## src/rtl/eeg_crypto_scheduler.sv

```systemverilog
// eeg_crypto_scheduler
//   Round-robin arbiter and start/flush sequencer in front of one shared
//   AES-256-GCM eeg_data_encryptor. A granted requester holds gnt from LAUNCH
//   until its response handshake. The scheduler issues the encrypt/decrypt start
//   pulses, flushes a stale CAPTURE/ERROR state first, and returns a status
//   response.
//   Optional feature macro: EEG_SCHED_TIMEOUT_EN adds a WAIT watchdog. A timeout
//   is reported as rsp_timeout, sets a sticky fault, and parks the block in FAULT
//   until reset.
module eeg_crypto_scheduler #(
  parameter int N_REQ          = 4,
  parameter int TIMEOUT_CYCLES = 4096
) (
  input  logic                     clk,
  input  logic                     rst_n,
  input  logic [N_REQ-1:0]         req,
  input  logic [N_REQ-1:0]         req_op,
  output logic [N_REQ-1:0]         gnt,
  output logic                     rsp_valid,
  input  logic                     rsp_ready,
  output logic [$clog2(N_REQ)-1:0] rsp_id,
  output logic                     rsp_ok,
  output logic                     rsp_err,
  output logic                     rsp_timeout,
  output logic                     enc_encrypt_start,
  output logic                     enc_decrypt_start,
  output logic                     enc_nonce_increment,
  input  logic                     enc_busy,
  input  logic                     enc_done,
  input  logic                     enc_error,
  output logic                     sched_busy,
  output logic                     fault
);

  localparam int IDX_W = $clog2(N_REQ);
  localparam logic [N_REQ-1:0] GNT_ONE = N_REQ'(1);

  if (N_REQ < 2 || N_REQ > 16 || TIMEOUT_CYCLES < 1) begin : g_param_check
    $error("eeg_crypto_scheduler: N_REQ must be 2..16 and TIMEOUT_CYCLES >= 1");
  end

  typedef enum logic [2:0] {
    S_IDLE   = 3'd0,
    S_LAUNCH = 3'd1,
    S_FLUSH  = 3'd2,
    S_DRAIN  = 3'd3,
    S_WAIT   = 3'd4,
    S_RESP   = 3'd5,
    S_FAULT  = 3'd6
  } state_t;

  state_t             state, state_nxt;
  logic [IDX_W-1:0]   rr_ptr, rr_nxt;
  logic [IDX_W-1:0]   win_idx, win_nxt;
  logic               win_op, op_nxt;
  logic [N_REQ-1:0]   gnt_nxt;
  logic               valid_nxt, ok_nxt, err_nxt, tmo_nxt;
  logic               enc_start_nxt, dec_start_nxt;
  logic               fault_nxt;
  logic               first_wait, first_nxt;
  logic               tmo_hit;

  logic               found;
  logic [IDX_W-1:0]   win_sel;
  logic [IDX_W:0]     cand_sum;
  logic [IDX_W-1:0]   cand;

  // Advance a requester index by one, wrapping at N_REQ-1.
  function automatic logic [IDX_W-1:0] next_idx(input logic [IDX_W-1:0] idx);
    if (idx == IDX_W'(N_REQ - 1)) return '0;
    return idx + 1'b1;
  endfunction

  assign rsp_id     = win_idx;
  assign sched_busy = (state != S_IDLE);

  // The nonce advances in the accepting cycle of a successful encrypt only.
  assign enc_nonce_increment = (state == S_RESP) && rsp_ready && !win_op && rsp_ok;

`ifdef EEG_SCHED_TIMEOUT_EN
  logic [31:0] tmo_cnt;

  assign tmo_hit = (state == S_WAIT) && (tmo_cnt == 32'(TIMEOUT_CYCLES - 1));

  // Watchdog counter: held at zero outside WAIT, so every WAIT entry starts from zero.
  always_ff @(posedge clk) begin
    if (!rst_n) begin
      tmo_cnt <= '0;
    end else if (state != S_WAIT) begin
      tmo_cnt <= '0;
    end else begin
      tmo_cnt <= tmo_cnt + 32'd1;
    end
  end
`else
  assign tmo_hit = 1'b0;
`endif

  // Round-robin search: first set request at or above rr_ptr, wrapping modulo N_REQ.
  always_comb begin
    found    = 1'b0;
    win_sel  = '0;
    cand_sum = '0;
    cand     = '0;
    for (int i = 0; i < N_REQ; i++) begin
      cand_sum = {1'b0, rr_ptr} + (IDX_W+1)'(i);
      if (cand_sum >= (IDX_W+1)'(N_REQ)) cand_sum = cand_sum - (IDX_W+1)'(N_REQ);
      cand = cand_sum[IDX_W-1:0];
      if (!found && req[cand]) begin
        found   = 1'b1;
        win_sel = cand;
      end
    end
  end

  // Next-state and next-output logic. Every registered output holds its value by
  // default. The start pulses default low, so each pulse lasts one cycle.
  always_comb begin
    state_nxt     = state;
    rr_nxt        = rr_ptr;
    win_nxt       = win_idx;
    op_nxt        = win_op;
    gnt_nxt       = gnt;
    valid_nxt     = rsp_valid;
    ok_nxt        = rsp_ok;
    err_nxt       = rsp_err;
    tmo_nxt       = rsp_timeout;
    enc_start_nxt = 1'b0;
    dec_start_nxt = 1'b0;
    fault_nxt     = fault;
    first_nxt     = 1'b0;
    case (state)
      S_IDLE: begin
        if (found && !fault) begin
          win_nxt   = win_sel;
          op_nxt    = req_op[win_sel];
          gnt_nxt   = GNT_ONE << win_sel;
          state_nxt = S_LAUNCH;
        end
      end
      S_LAUNCH: begin
        if (!enc_busy) begin
          enc_start_nxt = !win_op;
          dec_start_nxt = win_op;
          first_nxt     = 1'b1;
          state_nxt     = S_WAIT;
        end else if (enc_done || enc_error) begin
          // Encryptor still parked in CAPTURE/ERROR from the previous op: a start
          // pulse returns it to IDLE before the real launch.
          enc_start_nxt = !win_op;
          dec_start_nxt = win_op;
          state_nxt     = S_FLUSH;
        end
      end
      S_FLUSH: begin
        state_nxt = S_DRAIN;
      end
      S_DRAIN: begin
        if (!enc_busy) state_nxt = S_LAUNCH;
      end
      S_WAIT: begin
        // done/error still reflect the previous op during the start-pulse cycle.
        if (!first_wait && (enc_done || enc_error)) begin
          valid_nxt = 1'b1;
          ok_nxt    = !enc_error;
          err_nxt   = enc_error;
          tmo_nxt   = 1'b0;
          state_nxt = S_RESP;
        end else if (tmo_hit) begin
          valid_nxt = 1'b1;
          ok_nxt    = 1'b0;
          err_nxt   = 1'b0;
          tmo_nxt   = 1'b1;
          fault_nxt = 1'b1;
          state_nxt = S_RESP;
        end
      end
      S_RESP: begin
        if (rsp_ready) begin
          valid_nxt = 1'b0;
          ok_nxt    = 1'b0;
          err_nxt   = 1'b0;
          tmo_nxt   = 1'b0;
          gnt_nxt   = '0;
          rr_nxt    = next_idx(win_idx);
          state_nxt = fault ? S_FAULT : S_IDLE;
        end
      end
      S_FAULT: begin
        gnt_nxt = '0;
      end
      default: begin
        state_nxt = S_IDLE;
      end
    endcase
  end

  // State and registered-output update with synchronous active-low reset.
  always_ff @(posedge clk) begin
    if (!rst_n) begin
      state             <= S_IDLE;
      rr_ptr            <= '0;
      win_idx           <= '0;
      win_op            <= 1'b0;
      gnt               <= '0;
      rsp_valid         <= 1'b0;
      rsp_ok            <= 1'b0;
      rsp_err           <= 1'b0;
      rsp_timeout       <= 1'b0;
      enc_encrypt_start <= 1'b0;
      enc_decrypt_start <= 1'b0;
      fault             <= 1'b0;
      first_wait        <= 1'b0;
    end else begin
      state             <= state_nxt;
      rr_ptr            <= rr_nxt;
      win_idx           <= win_nxt;
      win_op            <= op_nxt;
      gnt               <= gnt_nxt;
      rsp_valid         <= valid_nxt;
      rsp_ok            <= ok_nxt;
      rsp_err           <= err_nxt;
      rsp_timeout       <= tmo_nxt;
      enc_encrypt_start <= enc_start_nxt;
      enc_decrypt_start <= dec_start_nxt;
      fault             <= fault_nxt;
      first_wait        <= first_nxt;
    end
  end

endmodule
```

## config.mk

```make
export PLATFORM = sky130hd
export DESIGN_NAME = eeg_crypto_scheduler
export DESIGN_NICKNAME = d
export VERILOG_FILES = /design/src/rtl/eeg_crypto_scheduler.sv
export SDC_FILE = /design/constraint.sdc
export NUM_CORES = 1
export LEC_CHECK = 0
export CAP_MARGIN = 10
export CELL_PAD_IN_SITES_DETAIL_PLACEMENT = 0
export CELL_PAD_IN_SITES_GLOBAL_PLACEMENT = 1
export CORE_MARGIN = 2
export CORE_UTILIZATION = 34
export CTS_CLUSTER_DIAMETER = 100
export DETAILED_ROUTE_END_ITERATION = 10
export PLACE_DENSITY_LB_ADDON = 0.1
export SYNTH_ARGS = -nofsm -noshare
export SYNTH_HDL_FRONTEND = slang
export SYNTH_SLANG_ARGS = --single-unit
```

## constraint.sdc

```tcl
create_clock -name clk -period 2 [get_ports clk]
set_clock_uncertainty 0.1 [all_clocks]
set_input_delay 0.4 -clock clk [delete_from_list [all_inputs] [get_ports clk]]
set_output_delay 0.4 -clock clk [all_outputs]
set_load 0.01 [all_outputs]
```

# [Word-level counts from Yosys, hierarchy flattened]
# Cells that the tools add are included.
[word_totals] ff_bits=19 in_bits=14 output_inout_bits=15 wordCells=118
[op_classes] add_sub_neg=8 n_lt_le_gt_ge=9 eq_ne=12 n_shift=1 mux=51 bitwise_logic=1 n_reduce_logical=24
[ops] cell="1-bit two-way mux" count=22
[ops] cell="3-bit one-hot mux with 7 select lines" count=1
[ops] cell="2-bit two-way mux" count=10
[ops] cell="3-bit two-way mux" count=6
[ops] cell="2-bit by 3-bit less-than comparator with 1-bit output (second input constant)" count=5
[ops] cell="4-bit one-hot mux with 3 select lines" count=1
[ops] cell="1-bit binary-select mux with 2-bit select" count=5
[ops] cell="3-bit equality test (second input constant)" count=3
[ops] cell="3-bit >= comparator (second input constant)" count=3
[ops] cell="4-bit two-way mux" count=2
[ops] cell="2-bit != test (second input constant)" count=4
[ops] cell="1-bit one-hot mux with 2 select lines" count=4
[ops] cell="2-bit by 1-bit subtractor with 2-bit output (second input constant)" count=4
[ops] cell="1-bit logical AND" count=7
[ops] cell="2-bit by 2-bit adder with 3-bit output (second input constant)" count=2
[ops] cell="3-bit by 2-bit equality test with 1-bit output (second input constant)" count=2
[ops] cell="1-bit zero test" count=6
[ops] cell="2-bit AND reduction" count=3
[ops] cell="3-bit AND reduction" count=2
[ops] cell="6-bit AND reduction" count=1
[ops] cell="3-bit nonzero test" count=2
[ops] cell="1-bit by 2-bit left shift with 4-bit output (first input constant)" count=1
[ops] cell="2-bit by 1-bit adder with 3-bit output (second input constant)" count=1
[ops] cell="3-bit by 1-bit equality test with 1-bit output (second input constant)" count=1
[ops] cell="8 further kinds" count=8

# [Depth between registers and ports, before layout]
[logic_depth] word_depth=17 depth_mapped=6 mapped_depth_nobuf=5

# [Least setup slack after synthesis]
# Ideal clock, no wire load.
[synth_timing] path_type="register -> output" from="reg state[2]" to="out enc_nonce_increment" t_arrival_ns=1.225 required_ns=1.500 setup_slack_ns=0.275 path_stages_with_launch=5 path_buffers=1 cell_sequence="dfxtp_1 -> buf_4 -> and2b_1 -> nand3_1 -> nor3b_1"
[synth_between] elab_chain_cells=4
[synth_lines] item="from (decl)" line_no="52" source="state_t state, state_nxt;"
[synth_lines] item="from (signal assigned)" line_no="215" source="state <= state_nxt;"
[synth_lines] item="3-bit equality test" line_no="78" source="assign enc_nonce_increment = (state == S_RESP) && rsp_ready && !win_op && rsp_ok;"
[synth_lines] item="1-bit logical AND (3 in a row)" line_no="78"
[synth_lines] item="to (decl)" line_no="27" source="output logic enc_nonce_increment,"
# No other way between the ends.

# [Final worst setup path]
[layout_timing] from="reg state[0]" to="out sched_busy"
[layout_between] elab_chain_cells=1
[layout_lines] item="3-bit nonzero test" line_no="75" source="assign sched_busy = (state != S_IDLE);"
[layout_lines] item="to (decl)" line_no="31" source="output logic sched_busy,"
# No other way between the ends.

==> results.md <==
Finish:
- The post-route netlist has 23.3% of its cells at a drive strength greater than 1.
- 0 antenna diodes ended up in the layout.
- The number of nets at the end of the flow is 175.
- The count of cells in the finished layout, fillers not included, comes to 190.
- The area growth from synthesis to layout is 45.1%.
- The number of fill cells is 268.
- The post-route cell area is 0.00147 mm2.

Synthesis:
- Measured against the total synthesized area, the mux share comes to 4.94%.
- The largest total area in the synthesized netlist belongs to dfxtp_1.
- The cell count after synthesis came out at 116.
- The count of flip-flops with a built-in enable after synthesis is 0.
- The share of the synthesized area in the top cell type is 35.6%.
- The synthesized-area fraction occupied by adder cells is 1.23%.
- The proportion of register bits with asynchronous set or reset after synthesis is 0%.
- The warning count from the yosys run is 0.
- The mapped cell area is 0.00101 mm2.
- The largest family of logic cells by synthesized area is simple AND/OR/NAND/NOR gates.
- For this run, the leading register cell type out of synthesis is dfxtp_1.
- After Yosys synthesis, XOR and XNOR cells account for 0% of the synthesized area.
- A synthesized cell averages 8.74 um2.
- Ranked by total cell area, the synthesized netlist is headed by dfxtp_1 36%, nor2b_1 8.0%, mux2i_1 4.9%, a32oi_1 3.5%, o21ai_0 3.5%.
- By count the netlist is led by 18 x dfxtp_1, 13 x nor2b_1, 7 x o21ai_0.
- By instance count, the leading cell after synthesis is dfxtp_1.
- Summing the areas of all and, or, nand and nor instances in the mapped netlist gives 26.4% of the synthesized area.
- The netlist uses 44 different library cells.
- Of the synthesized area, sequential elements account for 35.6%.
- Summing the areas of all compound-gate instances in the mapped netlist gives 24.9% of the synthesized area.
- Synthesis inferred 18 register bits.

Setup path:
- STA classifies the critical path endpoint as an output port.
- The signal on the critical path passes through buf_6, inv_2, nand2_1, clkdlybuf4s50_1.
- The startpoint-to-endpoint class of the critical path is register to output port.
- The worst stage delay on the critical path is 0.53 ns.
- The buffer and inverter count on the worst path is 3.
- In this design, the largest share of critical-path delay is due to buffers and inverters.
- For the worst setup path, the data required time is 1.50 ns.
- Along the worst path, the maximum fanout reaches 7.
- The endpoint arrival time on the critical path is 1.43 ns.
- The cell with the largest stage delay on the worst path is clkdlybuf4s50_1.
- The worst setup path is launched from a register.

Drt:
- For this block, the routed nets add up to 2510 um of wire.
- The detailed-router iteration count before antenna repair is 7.
- The detailed router placed 985 vias in this run.
- Once detail routing completed, the nets flagged for antenna violations numbered 0.
- For this run, design rule violations remaining after detail routing come to 1.
- The wire length per cell is 13.2 um.
- The average vias per placed instance is 5.18.
- The first routing iteration left 23 violations.

Power and ir drop:
- The internal portion of the total power is 766 uW.
- In this run the power spent charging and discharging nets is 383 uW.
- The portion of total power attributed to sequential cells is 37.5%.
- The post-route total power is 1.15 mW.
- The power per standard cell area is 781 mW/mm2.
- VDD sags by at most 0.380 mV.
- The switching part of the total is 33.3%.
- The clock network power share is 20.4%.
- For this design the static power due to leakage is 0.581 nW.
- The power share of the combinational group is 42.1%.

Timing:
- Setup violations remaining at the end of the flow were counted as 0.
- For the pin with the worst max-slew slack, the measured transition is 0.612 ns.
- The worst pin sits at a relative slew slack of 58.9%.
- Setup repair after global routing left no endpoint under its margin.
- The final hold violation count is 0.
- The smallest clock period supported by the final layout is computed as 1.93 ns.
- The maximum clock frequency is 519 MHz.
- The final setup slack of the worst path is 0.0750 ns.
- The share of the clock period used by the worst path is 96.3%.
- The count of final max-slew check failures is 0.

Clock network:
- The CTS clock-pin slew for the worst setup and hold paths is 0.11 ns.
- The clock latency reported for the late side of the worst-skew pair is 0.30 ns.
- TritonCTS built the clock tree.
- The H-tree depth reported by CTS is 1.
- The TritonCTS buffer count is 3.
- The clock passes through at most 2 buffers.
- The number of hold buffers added after CTS was 0.
- The number of clock sinks seen by CTS is 18.
- The cell sitting at the root of the clock tree is a clkbuf_4.

Placement:
- The post-placement cell count is 181.
- The count of input and output buffers is 26.
- The global placer's final weighted congestion is 0.834.
- After detailed placement, the total cell area comes to 0.00138 mm2.
- Once detailed placement completed, the half-perimeter wirelength came to 1850 um.
- The pre-CTS setup slack is -0.293 ns.

Floorplan:
- The die outline height is 58.6 um.
- The initial utilization of the core area, before any placement, comes to 36.1%.
- The floorplan has 19 rows.
- The die boundary width is 58.6 um.
- The total I/O pin count is 29.
- The floorplan step defined a die boundary enclosing 0.00343 mm2.
- In this run the standard cell core region covers 0.00281 mm2.

Global routing:
- The global-route wire length before repair is 4190 um.
- The aggregate global routing overflow is 0.
- Entering global routing, the biggest net connects 14 pins.
- The global-route total usage across every layer is 15.8%.
- The number of global-route vias before repair is 918.
- The initial antenna violation count was 0.

Flow run:
- The max capacitance violation total is 0.

Hold path:
- The path class of the tightest hold or removal check is register to register.

Outcome:
- The flow ran to the end, but the final reports show violations.
- The checks that failed: DRC.
-- path summary, 6_finish.rpt --
check | from | cells after the start | to | slack, ns
worst max-delay path | state[0] | 4 | sched_busy | 0.07
worst min register to register | rsp_valid | 2 | rsp_valid | 0.36
worst min-delay path | rsp_valid | 2 | rsp_valid | 0.36
worst max register to register | state[2] | 6 | gnt[0] | 0.21
-- worst register-to-register path, stage by stage, from the launching register on --
cell	delay [ns]
dfxtp_1	0.33
buf_6	0.13
buf_4	0.16
nor4_4	0.60
a21oi_2	0.12
a32oi_1	0.20
nor2b_1	0.06
-- routing by layer --
metal  GRT usage [%]  routed length (um)  vias to the layer above
li1                -                   -                      505
met1            22.2                1240                      439
met2            24.4                1080                       34
met3            4.40                 146                        7
met4            2.92                  42                        0
met5               0                   0                        -
-- flip-flops by register name, summed over array words and instances (netlist names) --
signal	cells
gnt	4
state	3
rr_ptr	2
rsp_id	2
enc_decrypt_start	1
enc_encrypt_start	1
first_wait	1
rsp_err	1
rsp_ok	1
rsp_valid	1
win_op	1
-- kinds of logic after synthesis --
family | after synthesis
and+or+nand+nor | 43
AOI/OAI and AO/OA | 36
DFF | 18
buffers and inverters | 12
muxes | 5
adders and majority gates | 1
other | 1
-- cell usage in the layout (no fill, tap or decap), drive strengths merged --
| cell | Yosys | layout |
|---|---|---|
| a211o | 1 | 1 |
| a211oi | 3 | 3 |
| a21boi | 2 | 2 |
| a21o | 2 | 2 |
| a21oi | 7 | 7 |
| a22oi | 1 | 1 |
| a32o | 1 | 1 |
| a32oi | 4 | 4 |
| and2 | 1 | 1 |
| and2b | 1 | 1 |
| buf | 5 | 20 |
| clkbuf | 2 | 4 |
| clkdlybuf4s50 | 0 | 25 |
| clkinv | 1 | 1 |
| conb | 1 | 2 |
| dfxtp | 18 | 18 |
| ha | 1 | 1 |
| inv | 4 | 4 |
| mux2i | 5 | 5 |
| nand2 | 7 | 7 |
| nand2b | 3 | 3 |
| nand3 | 4 | 4 |
| nand3b | 2 | 2 |
| nor2 | 5 | 5 |
| nor2b | 13 | 13 |
| nor3 | 1 | 1 |
| nor3b | 2 | 2 |
| nor4 | 2 | 2 |
| o21ai | 9 | 9 |
| o21bai | 1 | 1 |
| o221ai | 1 | 1 |
| o31ai | 1 | 1 |
| o32a | 1 | 1 |
| o32ai | 1 | 1 |
| o41ai | 1 | 1 |
| or2 | 1 | 1 |
| or4 | 1 | 1 |
-- cell type report --
class	instances	area, um2	area share (%)
clock buffers	4	36.3	2.47
well taps	31	38.8	2.64
inverters	5	20.0	1.36
flip-flops and latches	18	362	24.6
repair buffers	45	409	27.8
multi-input cells	87	604	41.1
-- metrics by stage --
stage               setup TNS (ns)  hold slack (ns)  utilization [%]
floorplan                        0            0.336                -
global placement             -1.21            0.345             49.0
detailed placement           -1.51            0.352             49.0
CTS                              0            0.367             50.9
global route                     0            0.391             52.4
finish                           0            0.363             52.4
-- what timing repair did --
item,4_1_cts,5_1_grt
setup buffers,0,5
pin swaps,0,1
resized for setup,7,5
setup endpoints to repair,2,2
-- power by group through the flow --
stage               Clock [mW]  Combinational (mW)  Sequential (mW)
finish                   0.234               0.484            0.430
global route             0.261               0.526            0.437
floorplan                    0               0.260            0.449
detailed placement           0               0.434            0.434
global placement             0               0.429            0.436
CTS                      0.244               0.448            0.428
(Power assumes the default switching activity.)
